$ cat config.mk
export PLATFORM = sky130hd
export DESIGN_NAME = eth_gmii_rx
export DESIGN_NICKNAME = d
export VERILOG_FILES = /design/src/rtl/eth_gmii_rx.sv
export SDC_FILE = /design/constraint.sdc
export NUM_CORES = 1
export LEC_CHECK = 0
export CAP_MARGIN = 20
export CORE_MARGIN = 10
export CORE_UTILIZATION = 56
export DETAILED_ROUTE_END_ITERATION = 16
export GPL_TIMING_DRIVEN = 0
export PLACE_DENSITY = 0.85
export SYNTH_ARGS = -nofsm -noshare
export SYNTH_HDL_FRONTEND = slang
export SYNTH_SLANG_ARGS = --single-unit
$ cat constraint.sdc
create_clock -name clk -period 5.76 [get_ports clk]
set_input_delay 1.44 -clock clk [delete_from_list [all_inputs] [get_ports clk]]
set_output_delay 1.44 -clock clk [all_outputs]
set_load 0.01 [all_outputs]
$ cat src/rtl/eth_gmii_rx.sv
// ============================================================================
// Module   : eth_gmii_rx (with helper crc32_d8)
// Purpose  : GMII receive front end for one switch port. Strips the
//            preamble and SFD, writes payload bytes (FCS removed) to the
//            port data FIFO, checks the FCS, and writes one 72-bit
//            descriptor per frame to the cmd FIFO.
//            Descriptor: [13:0] length, [52] crc_err,
//            [53] frame_err | runt. All other bits are 0.
// Ports    : clk, reset (async, active-high)
//            sgmii_clk_en                 byte-slot qualifier
//            gmii_rxd/gmii_rx_dv/gmii_rx_er GMII receive inputs
//            data_fifo_wr/data_fifo_data_in/data_fifo_afull  data FIFO side
//            cmd_fifo_wr/cmd_fifo_data_in/cmd_fifo_full      cmd FIFO side
//            drop_cnt                     saturating count of frames
//                                         dropped at SFD
//            good_frame_cnt/crc_err_cnt   only with ETH_GMII_RX_STATS_EN
// Options  : `define ETH_GMII_RX_STATS_EN adds the two 32-bit frame
//            statistics counters and their output ports.
// Revision : 1.0  initial release
// ============================================================================
`default_nettype none

// ----------------------------------------------------------------------------
// crc32_d8: byte-wide Ethernet CRC-32 (reflected, poly 0xEDB88320).
// new_crc is the FCS of the running value including this cycle's byte when
// en=1, arranged so that new_crc[31:24] is the first byte on the wire.
// ----------------------------------------------------------------------------
module crc32_d8 (
    input  logic        clk,
    input  logic        reset,
    input  logic        init,
    input  logic        en,
    input  logic [7:0]  data,
    output logic [31:0] new_crc
);
    logic [31:0] crc_q;
    logic [31:0] crc_d;
    logic [31:0] crc_upd;
    logic [31:0] crc_inv;

    function automatic logic [31:0] crc_byte(input logic [31:0] c,
                                             input logic [7:0]  d);
        logic [31:0] r;
        logic        fb;
        r = c;
        for (int i = 0; i < 8; i++) begin
            fb = r[0] ^ d[i];
            r  = r >> 1;
            if (fb) begin
                r = r ^ 32'hEDB8_8320;
            end
        end
        return r;
    endfunction

    always_comb begin
        crc_upd = crc_byte(crc_q, data);
        crc_d   = crc_q;
        if (init) begin
            crc_d = 32'hFFFF_FFFF;
        end else if (en) begin
            crc_d = crc_upd;
        end
        // Reflected register: the low byte of the inverted CRC goes out first.
        crc_inv = en ? ~crc_upd : ~crc_q;
        new_crc = {crc_inv[7:0], crc_inv[15:8], crc_inv[23:16], crc_inv[31:24]};
    end

    always_ff @(posedge clk or posedge reset) begin
        if (reset) begin
            crc_q <= 32'hFFFF_FFFF;
        end else begin
            crc_q <= crc_d;
        end
    end
endmodule

// ----------------------------------------------------------------------------
// eth_gmii_rx top
// ----------------------------------------------------------------------------
module eth_gmii_rx #(
    parameter int MAX_FRAME_LEN = 1518,
    parameter int MIN_DATA_LEN  = 60
) (
    input  logic        clk,
    input  logic        reset,
    input  logic        sgmii_clk_en,
    input  logic [7:0]  gmii_rxd,
    input  logic        gmii_rx_dv,
    input  logic        gmii_rx_er,
    output logic        data_fifo_wr,
    output logic [7:0]  data_fifo_data_in,
    input  logic        data_fifo_afull,
    output logic        cmd_fifo_wr,
    output logic [71:0] cmd_fifo_data_in,
    input  logic        cmd_fifo_full,
    output logic [15:0] drop_cnt
`ifdef ETH_GMII_RX_STATS_EN
    ,
    output logic [31:0] good_frame_cnt,
    output logic [31:0] crc_err_cnt
`endif
);
    localparam logic [13:0] c_len_limit = 14'(MAX_FRAME_LEN - 4);
    localparam logic [13:0] c_min_len   = 14'(MIN_DATA_LEN);

    typedef enum logic [2:0] {
        RX_IDLE = 3'd0,
        RX_PRE  = 3'd1,
        RX_DATA = 3'd2,
        RX_CHK  = 3'd3,
        RX_CMD  = 3'd4,
        RX_DROP = 3'd5
    } rx_state_t;

    rx_state_t   state_q, state_d;
    logic [31:0] pipe_q, pipe_d;          // [31:24] is the oldest byte
    logic [2:0]  pipe_cnt_q, pipe_cnt_d;  // bytes held, saturates at 4
    logic [13:0] len_q, len_d;
    logic        frame_err_q, frame_err_d;
    logic        crc_err_q, crc_err_d;
    logic        data_wr_q, data_wr_d;
    logic [7:0]  data_q, data_d;
    logic        cmd_wr_q, cmd_wr_d;
    logic [71:0] cmd_q, cmd_d;
    logic [15:0] drop_cnt_q, drop_cnt_d;

    logic        sfd_hit;
    logic        crc_init;
    logic        crc_en;
    logic [31:0] new_crc;
    logic        desc_err;

`ifdef ETH_GMII_RX_STATS_EN
    logic [31:0] good_cnt_q, good_cnt_d;
    logic [31:0] crc_cnt_q, crc_cnt_d;
`endif

    crc32_d8 u_crc (
        .clk     (clk),
        .reset   (reset),
        .init    (crc_init),
        .en      (crc_en),
        .data    (pipe_q[31:24]),
        .new_crc (new_crc)
    );

    always_comb begin
        state_d     = state_q;
        pipe_d      = pipe_q;
        pipe_cnt_d  = pipe_cnt_q;
        len_d       = len_q;
        frame_err_d = frame_err_q;
        crc_err_d   = crc_err_q;
        data_wr_d   = 1'b0;
        data_d      = data_q;
        cmd_wr_d    = 1'b0;
        cmd_d       = cmd_q;
        drop_cnt_d  = drop_cnt_q;
        sfd_hit     = 1'b0;
        crc_init    = 1'b0;
        crc_en      = 1'b0;
        desc_err    = frame_err_q || (len_q < c_min_len);
`ifdef ETH_GMII_RX_STATS_EN
        good_cnt_d  = good_cnt_q;
        crc_cnt_d   = crc_cnt_q;
`endif

        case (state_q)
            RX_IDLE: begin
                if (sgmii_clk_en && gmii_rx_dv) begin
                    if (gmii_rxd == 8'h55) begin
                        state_d = RX_PRE;
                    end else if (gmii_rxd == 8'hD5) begin
                        sfd_hit = 1'b1;
                    end else begin
                        state_d = RX_DROP;
                    end
                end
            end

            RX_PRE: begin
                if (sgmii_clk_en) begin
                    if (!gmii_rx_dv) begin
                        state_d = RX_IDLE;
                    end else if (gmii_rxd == 8'h55) begin
                        state_d = RX_PRE;
                    end else if (gmii_rxd == 8'hD5) begin
                        sfd_hit = 1'b1;
                    end else begin
                        state_d = RX_DROP;
                    end
                end
            end

            RX_DATA: begin
                if (sgmii_clk_en) begin
                    if (gmii_rx_dv) begin
                        pipe_d = {pipe_q[23:0], gmii_rxd};
                        if (pipe_cnt_q == 3'd4) begin
                            // The evicted byte can no longer be FCS: it is data.
                            if (len_q == c_len_limit) begin
                                frame_err_d = 1'b1;
                            end else begin
                                data_wr_d = 1'b1;
                                data_d    = pipe_q[31:24];
                                crc_en    = 1'b1;
                                len_d     = len_q + 14'd1;
                            end
                        end else begin
                            pipe_cnt_d = pipe_cnt_q + 3'd1;
                        end
                        if (gmii_rx_er) begin
                            frame_err_d = 1'b1;
                        end
                    end else begin
                        state_d = RX_CHK;
                    end
                end
            end

            RX_CHK: begin
                crc_err_d = (pipe_cnt_q != 3'd4) || (pipe_q != new_crc);
                state_d   = RX_CMD;
            end

            RX_CMD: begin
                if (len_q != 14'd0) begin
                    cmd_wr_d = 1'b1;
                    cmd_d    = {18'd0, desc_err, crc_err_q, 38'd0, len_q};
`ifdef ETH_GMII_RX_STATS_EN
                    if (!desc_err && !crc_err_q) begin
                        good_cnt_d = good_cnt_q + 32'd1;
                    end
                    if (crc_err_q) begin
                        crc_cnt_d = crc_cnt_q + 32'd1;
                    end
`endif
                end
                state_d = RX_IDLE;
            end

            RX_DROP: begin
                if (sgmii_clk_en && !gmii_rx_dv) begin
                    state_d = RX_IDLE;
                end
            end

            default: begin
                state_d = RX_IDLE;
            end
        endcase

        // Space for a maximum-size frame is reserved at SFD; otherwise the
        // whole frame is discarded.
        if (sfd_hit) begin
            if (data_fifo_afull || cmd_fifo_full) begin
                state_d = RX_DROP;
                if (drop_cnt_q != 16'hFFFF) begin
                    drop_cnt_d = drop_cnt_q + 16'd1;
                end
            end else begin
                state_d     = RX_DATA;
                crc_init    = 1'b1;
                pipe_d      = 32'd0;
                pipe_cnt_d  = 3'd0;
                len_d       = 14'd0;
                frame_err_d = 1'b0;
                crc_err_d   = 1'b0;
            end
        end
    end

    always_ff @(posedge clk or posedge reset) begin
        if (reset) begin
            state_q     <= RX_IDLE;
            pipe_q      <= 32'd0;
            pipe_cnt_q  <= 3'd0;
            len_q       <= 14'd0;
            frame_err_q <= 1'b0;
            crc_err_q   <= 1'b0;
            data_wr_q   <= 1'b0;
            data_q      <= 8'd0;
            cmd_wr_q    <= 1'b0;
            cmd_q       <= 72'd0;
            drop_cnt_q  <= 16'd0;
`ifdef ETH_GMII_RX_STATS_EN
            good_cnt_q  <= 32'd0;
            crc_cnt_q   <= 32'd0;
`endif
        end else begin
            state_q     <= state_d;
            pipe_q      <= pipe_d;
            pipe_cnt_q  <= pipe_cnt_d;
            len_q       <= len_d;
            frame_err_q <= frame_err_d;
            crc_err_q   <= crc_err_d;
            data_wr_q   <= data_wr_d;
            data_q      <= data_d;
            cmd_wr_q    <= cmd_wr_d;
            cmd_q       <= cmd_d;
            drop_cnt_q  <= drop_cnt_d;
`ifdef ETH_GMII_RX_STATS_EN
            good_cnt_q  <= good_cnt_d;
            crc_cnt_q   <= crc_cnt_d;
`endif
        end
    end

    assign data_fifo_wr      = data_wr_q;
    assign data_fifo_data_in = data_q;
    assign cmd_fifo_wr       = cmd_wr_q;
    assign cmd_fifo_data_in  = cmd_q;
    assign drop_cnt          = drop_cnt_q;
`ifdef ETH_GMII_RX_STATS_EN
    assign good_frame_cnt    = good_cnt_q;
    assign crc_err_cnt       = crc_cnt_q;
`endif
endmodule

`default_nettype wire

Word-level counts from Yosys, hierarchy flattened --
Index checks and enable logic that the tools add are counted.
Cells by class: add/sub/neg operators 3, $mul 0, divide/modulo/power cells 0, $lt $le $gt $ge 1, equality and inequality tests 17, shift operators 0, mux-type cells 66, bitwise operators 19, reduce and logical (&&, ||, !) cells 13
Operators by type and width (number):
- 32-bit 2-to-1 mux | 16
- 13-bit inverter with 14-bit output | 8
- 14-bit 2-to-1 mux | 7
- 32-bit inverter | 2
- 3-bit 2-to-1 mux | 16
- 32-bit inequality test | 1
- 1-bit 2-to-1 mux | 25
- 3-bit inequality test (second input constant) | 6
- 16-bit by 1-bit adder with 16-bit output (second input constant) | 1
- 16-bit inequality test (second input constant) | 1
- 3-bit case mux with 5 select lines | 1
- 14-bit by 1-bit adder with 14-bit output (second input constant) | 1
- 14-bit by 11-bit equality test with 1-bit output (second input constant) | 1
- 14-bit by 6-bit < comparator with 1-bit output (second input constant) | 1
- 14-bit nonzero test | 1
- 5-bit AND reduction | 2
- 3-bit equality test (second input constant) | 3
- 8-bit by 7-bit equality test with 1-bit output (second input constant) | 1
- 8-bit equality test (second input constant) | 1
- 1-bit XOR | 8
- 3-bit by 2-bit equality test with 1-bit output (second input constant) | 2
- 3-bit by 1-bit adder with 3-bit output (second input constant) | 1
- 3-bit by 1-bit equality test with 1-bit output (second input constant) | 1
- 3-bit logical NOT | 1
- 8 further kinds | 11
Word-level totals: flip-flop bits (word level) 128, bits in latches 0, memory bits (writable) 0, bits in read-only memories 0, input port bits 15, output and inout port bits 98, word-level logic and storage cells 131, memories 0

Logic depth before layout (Yosys ltp) --
Gate-level depths: netlist (run 1).
word-level depth 23, mapped depth 13, depth with buffers taken out 11

Hierarchy --
Synthesis (run 1) repeated with hierarchy kept, for this count alone.
Second synthesis, totals: cells, all modules 711, area total of the unflattened synthesis 7764.9 sq um
Modules (own cells, without submodules):
- eth_gmii_rx | instances 1, cells each 517, area an instance 5134.9 sq um, sequential area each 2402.3 sq um
- crc32_d8 | instances 1, cells each 194, area an instance 2630.0 sq um, sequential area each 840.8 sq um

Worst setup path after synthesis (run 1) --
Ideal clock, no wire load.
path type input-to-reg, start point in sgmii_clk_en, end point reg crc_err_q, library setup time 0.125 ns, arrival time 3.524 ns, setup slack 2.111 ns, stages on the path 12, buffers on the path 3, cell sequence clkbuf_1 > and4_1 > and2_1 > buf_2 > nand2_8 > inv_4 > clkbuf_1 > a31oi_1 > a2111oi_0 > nand4_1 > nor4_1 > nor2_1
Between the ends: cells in the longest elaborated chain, start to end 8, elaborated cells between the ends (all ways) 12, those cells by class 1 x eq/ne; 9 x mux; 2 x reduce/logical
RTL lines:
- start, declared | RTL line 87 | input logic sgmii_clk_en,
- 1-bit 2-to-1 mux | RTL line 197 | if (sgmii_clk_en) begin
- 1-bit 2-to-1 mux | RTL line 169 | case (state_q)
- 32-bit 2-to-1 mux | RTL line 65 | crc_inv = en ? ~crc_upd : ~crc_q;
- 32-bit inequality test | RTL line 223 | crc_err_d = (pipe_cnt_q != 3'd4) || (pipe_q != new_crc);
- 1-bit logical OR | RTL line 223
- 1-bit 2-to-1 mux | RTL line 169
- 1-bit 2-to-1 mux | RTL line 257 | if (data_fifo_afull || cmd_fifo_full) begin
- 1-bit 2-to-1 mux (*) | RTL line 256 | if (sfd_hit) begin
- net crc_err_d | RTL line 121 | logic crc_err_q, crc_err_d;
- end signal, assigned | RTL line 297 | crc_err_q <= crc_err_d;
- end, declared | RTL line 121
The timed path passes the listed nets; every way through them passes the cells marked *. A chain may end at the register's enable or synchronous reset.

Worst setup path in the final report (run 1) --
start point in gmii_rx_dv, end point reg crc_err_q
Between the ends: cells in the longest elaborated chain, start to end 9, elaborated cells between the ends (all ways) 14, those cells by class 1 x eq/ne; 11 x mux; 2 x reduce/logical
RTL lines:
- start, declared | RTL line 89 | input logic gmii_rx_dv,
- 1-bit 2-to-1 mux | RTL line 198 | if (gmii_rx_dv) begin
- 1-bit 2-to-1 mux | RTL line 197
- 1-bit 2-to-1 mux | RTL line 169
- 32-bit 2-to-1 mux | RTL line 65
- 32-bit inequality test | RTL line 223
- 1-bit logical OR | RTL line 223
- 1-bit 2-to-1 mux | RTL line 169
- 1-bit 2-to-1 mux | RTL line 257
- 1-bit 2-to-1 mux (*) | RTL line 256
- net crc_err_d | RTL line 121
Marks and branches as above.

==> flow_metrics.py, run 1 <==
metrics = {
    "pwr": {
        "p_sw_w": 0.0005346,
        "clockPowerShare": 0.482,
        "power_density_nw_per_um2": 230.0,
        "ir_drop_mv": 0.1989,
        "swShare": 0.2431,
        "pwr-share-seq": 0.424,
        "p_int_w": 0.001665,
        "p_leak_nw": 4.496,
        "pwr-share-comb": 0.094,
    },
    "setup_path": {
        "crit_type": "in -> reg",
        "reg2reg_from": "len_q[9]",
        "max_stage_delay_ns": 0.58,
        "worstPathCellList": "clkdlybuf4s50_1 -> and4_1 -> and2_1 -> buf_2 -> nand2_8 -> inv_4 -> clkbuf_1 -> a211oi_1 -> a2111oi_0 -> nand4_1 -> nor4_1 -> nor2_1",
        "rrSetupSlack_ns": 1.86,
        "cp_slowest_cell": "clkdlybuf4s50_1",
        "reg2reg_depth": 9,
        "crit_end": "crc_err_q",
        "end_kind": "flop",
        "path_max_fanout": 10,
        "r2r-end": "crc_err_q",
        "crit_start": "gmii_rx_dv",
        "cp.required_ns": 6.06,
        "startpoint_type": "primary input",
        "worstPathArrival_ns": 4.85,
    },
    "timing": {
        "whs_ns": 0.4694,
        "setup_slack_ns": 1.213,
        "setup_viol": 0,
        "finalHoldViolCount": 0,
        "fin_skew_ns": 0.009476,
        "rsz0062_at_grt": "no",
        "relSlewSlack": 0.2943,
        "period_share": 0.7894,
        "worst_pin_slew_ns": 1.051,
        "slew_violations": 0,
        "period_minus_slack_ns": 4.547,
        "max_freq_mhz": 219.9,
    },
    "detailed_routing": {
        "routed_wl_um": 22670,
        "viasPerCell": 5.872,
        "drt_iter0_drc": 992,
        "ant_nets": 0,
        "dr_wl_met3_um": 2791,
        "post_drt_wl_per_cell_um": 19.46,
        "num_vias": 6841,
        "wl_met1_um": 8610,
        "routed.top_layer": "met4",
        "firstDrtPassIters": 5,
        "drc": 0,
        "met2RoutedLength_um": 10490,
    },
    "placed_design": {
        "gp_congestion": 1.015,
        "dp_cells": 1133,
        "pre_cts_ws_ns": 0.9548,
        "io_buffers": 55,
        "dp_hpwl_um": 16350,
    },
    "die": {
        "io-pin-count": 113,
        "die-area_um2": 19410,
        "rows": 43,
        "fp.dieW_um": 139.3,
        "core_area_um2": 13930,
        "start_util": 0.5722,
        "die_h_um": 139.3,
    },
    "synthesis": {
        "ys_types": 61,
        "synth-edff-count": 0,
        "seq_area_frac_synth": 0.4067,
        "yosys.area.top_type": "dfrtp_1",
        "synth.cell_area_um2": 7974,
        "synth-main-ff-cell": "dfrtp_1",
        "synth_top_area_frac": 0.3013,
        "avgSynthCellArea_um2": 9.470,
        "synth_area_leaders": "dfrtp_1 (30%), dfstp_2 (11%), nand2_1 (7.9%)",
        "synthArstFlopShare": 1.000,
        "synth_seq_cells": 128,
        "syn_inst": 842,
        "ys_warn_count": 0,
    },
    "clock_network": {
        "clockBufferDepth": 2,
        "clk_pin_slew_ns": 0.06,
        "ctsResizeCount": 0,
        "clk-insertion-delay-late_ns": 0.44,
        "root_buffer": "clkbuf_16",
        "cts_buffers": 17,
        "h-tree-depth": 4,
        "cts_num_sinks": 128,
        "post_cts_buffers": 0,
        "holdBufCountCts": 0,
        "cts_tree": "yes",
    },
    "grt": {
        "grtUsageTotal": 0.2259,
        "overflow": 0,
        "antenna_found_initial": 0,
        "grt_pass1_wl_um": 35450,
        "grt_pass1_vias": 6726,
        "grt_max_degree": 87,
    },
    "final_layout": {
        "area_growth_pct": 19.94,
        "final_cell_mix": "nand2_1 (167), dfrtp_1 (96), buf_4 (56), conb_1 (56)",
        "drive_gt1_frac": 0.1503,
        "fin_cells": 1165,
        "final_common_cell": "nand2_1",
        "diodes": 0,
        "fin_nets": 993,
    },
    "job": {
        "maxCapViolCount": 0,
    },
    "min_path": {
        "hp-class": "reg -> reg",
    },
    "run_status": {
        "status": "finished, final reports clean",
    },
}
synth_stat cells (all sizes together) (4+ instances only):
master and n:
a211o 6, a211oi 12, a21oi 55, a22oi 7
a31oi 5, and3 7, buf 63, clkbuf 35
dfrtp 96, dfstp 32, ha 6, inv 25
mux2 7, mux2i 6, nand2 168, nand2b 14
nand3 24, nand4 22, nor2 32, nor3 15
nor4 8, o211ai 16, o21ai 24, or3 5
or4 4, xnor2 58, xnor3 20, xor2 27
xor3 6
sequential cells by signal, indices dropped and copies added (netlist names):
name / flops
cmd_fifo_wr: 1
len_q: 14
state_q: 3
cmd_fifo_data_in: 16
drop_cnt: 16
pipe_cnt_q: 3
pipe_q: 32
frame_err_q: 1
data_fifo_wr: 1
data_fifo_data_in: 8
crc_err_q: 1
u_crc.crc_q: 32
critical path, delay by kind of cell:
kind	cells	cell delay (ns)
buffers and inverters	4	1.61
AO/OA/AOI/OAI	2	0.67
AND/OR/NAND/NOR	6	1.13
power by group through the flow:
| stage | sequential, W | clock [W] | combinational (W) |
|---|---|---|---|
| 2_1_floorplan | 0.000942 | 0 | 0.000154 |
| 3_3_place_gp | 0.000946 | 0 | 0.000189 |
| 3_5_place_dp | 0.000947 | 0 | 0.000198 |
| 4_1_cts | 0.000932 | 0.00106 | 0.000200 |
| 5_1_grt | 0.000935 | 0.00110 | 0.000224 |
| 6_report | 0.000933 | 0.00106 | 0.000206 |
cells by family after synthesis:
group	share of synthesized area
adders and majority gates	0.009414
and+or+nand+nor	0.1848
muxes	0.01789
xor gates and xnor gates	0.1772
other	0.0004703
DFF	0.4067
AOI/OAI and AO/OA	0.1175
buffers and inverters	0.08599
per-stage QoR:
step                  util  cell area, um^2  setup TNS [ns]  power, W
floorplan                -             8180               0  0.001096
global placement    0.6427             8956          -81.84  0.001135
detailed placement  0.6451             8989               0  0.001145
CTS                 0.6864             9564               0  0.002192
global route        0.6864             9564               0  0.002261
finish              0.6864             9564               0  0.002199
worst min path at each step:
stage	startpoint	end	slack, ns	cells past startpoint
floorplan	crc_err_q	cmd_fifo_data_in[52]	0.43	2
global placement	data_fifo_data_in[0]	data_fifo_data_in[0]	0.46	2
detailed placement	cmd_fifo_data_in[10]	cmd_fifo_data_in[10]	0.46	2
CTS	cmd_fifo_data_in[10]	cmd_fifo_data_in[10]	0.48	2
global route	cmd_fifo_data_in[12]	cmd_fifo_data_in[12]	0.49	2
finish	cmd_fifo_data_in[11]	cmd_fifo_data_in[11]	0.47	2
per-layer routing:
layer | vias to the layer above | track usage
met4 | 0 | 0.1038
li1 | 3071 | -
met1 | 3260 | 0.2765
met2 | 444 | 0.3536
met3 | 66 | 0.07452
met5 | - | 0
area by class of cell:
class	instances	area (um^2)
plain buffers	98	589.3
clock buffers	23	467.9
clock inverters	9	107.6
fillers	1062	4370
inverters	25	101.3
multi-input cells	646	4252
flip-flops and latches	128	3243
well taps	180	225.2
repair buffers	56	578.1
Note: power is estimated with default switching activity, not from simulation.
==> run 2, diff against run 1 <==
- CORE_UTILIZATION: 56 -> 50
- PLACE_DENSITY: 0.85 -> 0.8
- clock period: 5.76 -> 4.15 ns (I/O delays scaled with it)
==> run 2 against run 1 <==
Net effect: routed wire length up 1.5%; sequential share of layout area shrank 0.37 points; register-to-register slack worse by 1.7 ns; via count down 2.7%; design area grew 1.1%; combinational power up 36%; power grew 41%; first-iteration DRC count shrank 40%; setup slack worse by 1.1 ns; clock skew increased by 0.0045 ns; global-route usage decreased by 1.2 points.
==> flow_metrics.py, run 2 (same netlist as run 1, synthesis figures left out) <==
metrics = {
    "run_status": {
        "status": "finished, final reports clean",
    },
    "timing": {
        "relSlewSlack": 0.2721,
        "period_share": 0.9717,
        "setup_slack_ns": 0.1173,
        "fin_setup_tns_ns": 0,
        "period_minus_slack_ns": 4.033,
        "finalHoldViolCount": 0,
        "worst_pin_slew_ns": 1.083,
        "setup_viol": 0,
        "fin_skew_ns": 0.01401,
        "slew_violations": 0,
        "max_freq_mhz": 248.0,
        "rsz0062_at_grt": "no",
    },
    "min_path": {
        "hp-start": "cmd_fifo_data_in[11]",
        "hp-class": "reg -> reg",
        "min_to": "cmd_fifo_data_in[11]",
        "whs_path_depth": 2,
    },
    "die": {
        "start_util": 0.5056,
        "die-area_um2": 21400,
        "fp.dieW_um": 146.3,
        "die_h_um": 146.3,
        "core_area_um2": 15770,
        "io-pin-count": 113,
        "rows": 46,
    },
    "detailed_routing": {
        "drc": 0,
        "num_vias": 6654,
        "ant_nets": 0,
        "viasPerCell": 5.531,
        "post_drt_wl_per_cell_um": 19.13,
        "drt_iter0_drc": 600,
        "routed_wl_um": 23010,
        "firstDrtPassIters": 5,
    },
    "clock_network": {
        "root_buffer": "clkbuf_16",
        "clk_pin_slew_ns": 0.06,
        "post_cts_buffers": 0,
        "h-tree-depth": 4,
        "clk-insertion-delay-late_ns": 0.44,
        "ctsResizeCount": 0,
        "holdBufCountCts": 0,
        "cts_buffers": 17,
        "cts_num_sinks": 128,
        "cts_tree": "yes",
        "clockBufferDepth": 2,
    },
    "grt": {
        "grt_max_degree": 44,
        "grt_pass1_vias": 6450,
        "antenna_found_initial": 0,
        "overflow": 0,
        "grtUsageTotal": 0.2139,
        "grt_pass1_wl_um": 36490,
    },
    "setup_path": {
        "r2r-end": "crc_err_q",
        "reg2reg_from": "len_q[9]",
        "worstPathCellList": "clkdlybuf4s50_1 -> and4_1 -> and2_1 -> buf_2 -> nand2_8 -> inv_4 -> clkbuf_1 -> a21oi_1 -> nor4b_1 -> nand4_1 -> nor4_1 -> nor2_1",
        "cp.depth": 12,
        "cp.required_ns": 4.45,
        "crit_type": "in -> reg",
        "path_max_fanout": 10,
        "cp_num_buf_inv": 4,
        "rrSetupSlack_ns": 0.12,
        "cp_slowest_cell": "clkdlybuf4s50_1",
        "max_stage_delay_ns": 0.57,
        "worstPathArrival_ns": 4.34,
        "end_kind": "flop",
        "cp_top_family": "simple AND/OR/NAND/NOR gates",
        "reg2reg_depth": 9,
        "startpoint_type": "primary input",
    },
    "final_layout": {
        "fin_nets": 995,
        "fin_util": 0.6131,
        "design_area_um2": 9669,
        "drive_gt1_frac": 0.1581,
        "fin_cells": 1203,
        "largest_registers": "pipe_q: 32 flops, u_crc.crc_q: 32 flops",
        "diodes": 0,
        "area_growth_pct": 21.26,
        "fillerInstances": 1363,
        "final_common_cell": "nand2_1",
        "final_cell_mix": "nand2_1 (167), dfrtp_1 (96), buf_4 (56), conb_1 (56)",
    },
    "placed_design": {
        "dp_hpwl_um": 16840,
        "dp_cells": 1171,
        "placed_area_um2": 9065,
        "gp_congestion": 0.9759,
        "io_buffers": 55,
        "pre_cts_ws_ns": -0.3479,
    },
    "job": {
        "maxCapViolCount": 0,
    },
    "pwr": {
        "power_density_nw_per_um2": 321.2,
        "p_leak_nw": 4.531,
        "ir_drop_mv": 0.3083,
    },
}
## run 2: cell types whose count changed in the layout (fill, tap and decap cells not counted), sizes merged
cell | before | now
clkbuf | 58 | 52
clkinv | 4 | 6
inv | 26 | 30
buf | 64 | 66
## run 2: per-layer routing
layer  up-vias  share of wire  global-route usage  wire length, um
li1       3071              -                   -                -
met3        41          0.089             0.05192             2054
met5         -              0                   0                0
met4         0          0.024             0.08208              560
met1      3249           0.42              0.2771             9601
met2       293           0.47              0.3387            10790
## run 2: cell type report
cell class / instances / area (um^2) / area share
clock buffers: 17 / 425.4 / 0.04400
flip-flops and latches: 128 / 3243 / 0.3354
plain buffers: 98 / 591.8 / 0.06121
repair buffers: 58 / 610.6 / 0.06315
multi-input cells: 646 / 4252 / 0.4397
clock inverters: 15 / 176.4 / 0.01825
well taps: 216 / 270.3 / 0.02795
inverters: 25 / 100.1 / 0.01035
## run 2: worst max-delay path by stage
stage                 to  slack (ns)    startpoint
2_1_floorplan  crc_err_q        0.90  sgmii_clk_en
3_3_place_gp   crc_err_q       -0.34    gmii_rx_dv
3_5_place_dp   crc_err_q       -0.35    gmii_rx_dv
4_1_cts        crc_err_q        0.08    gmii_rx_dv
5_1_grt        crc_err_q        0.07    gmii_rx_dv
6_report       crc_err_q        0.12    gmii_rx_dv
## run 2: report_power, final
| part | internal [W] | total, W | switching [W] |
|---|---|---|---|
| registers | 0.00127 | 0.00129 | 0.0000225 |
| logic | 0.000128 | 0.000281 | 0.000153 |
| clock network | 0.000904 | 0.00153 | 0.000627 |
| total | 0.00230 | 0.00311 | 0.000802 |
## run 2: metrics by stage
step                      power, W  hold slack, ns
after floorplan           0.001522          0.4322
after global placement    0.001579          0.4593
after detailed placement  0.001588          0.4643
after CTS                 0.003115          0.4801
after global routing      0.003202          0.4993
final                     0.003105          0.4710
## run 2: worst reg2reg max path, stage by stage (launching register included)
cell and delay (ns):
dfrtp_1 0.44, or4_4 0.59, nor4_2 0.66, clkbuf_1 0.60
o21ai_1 0.20, nand3_1 0.13, nor4b_1 0.50, nand4_1 0.16
nor4_1 0.56, nor2_1 0.07
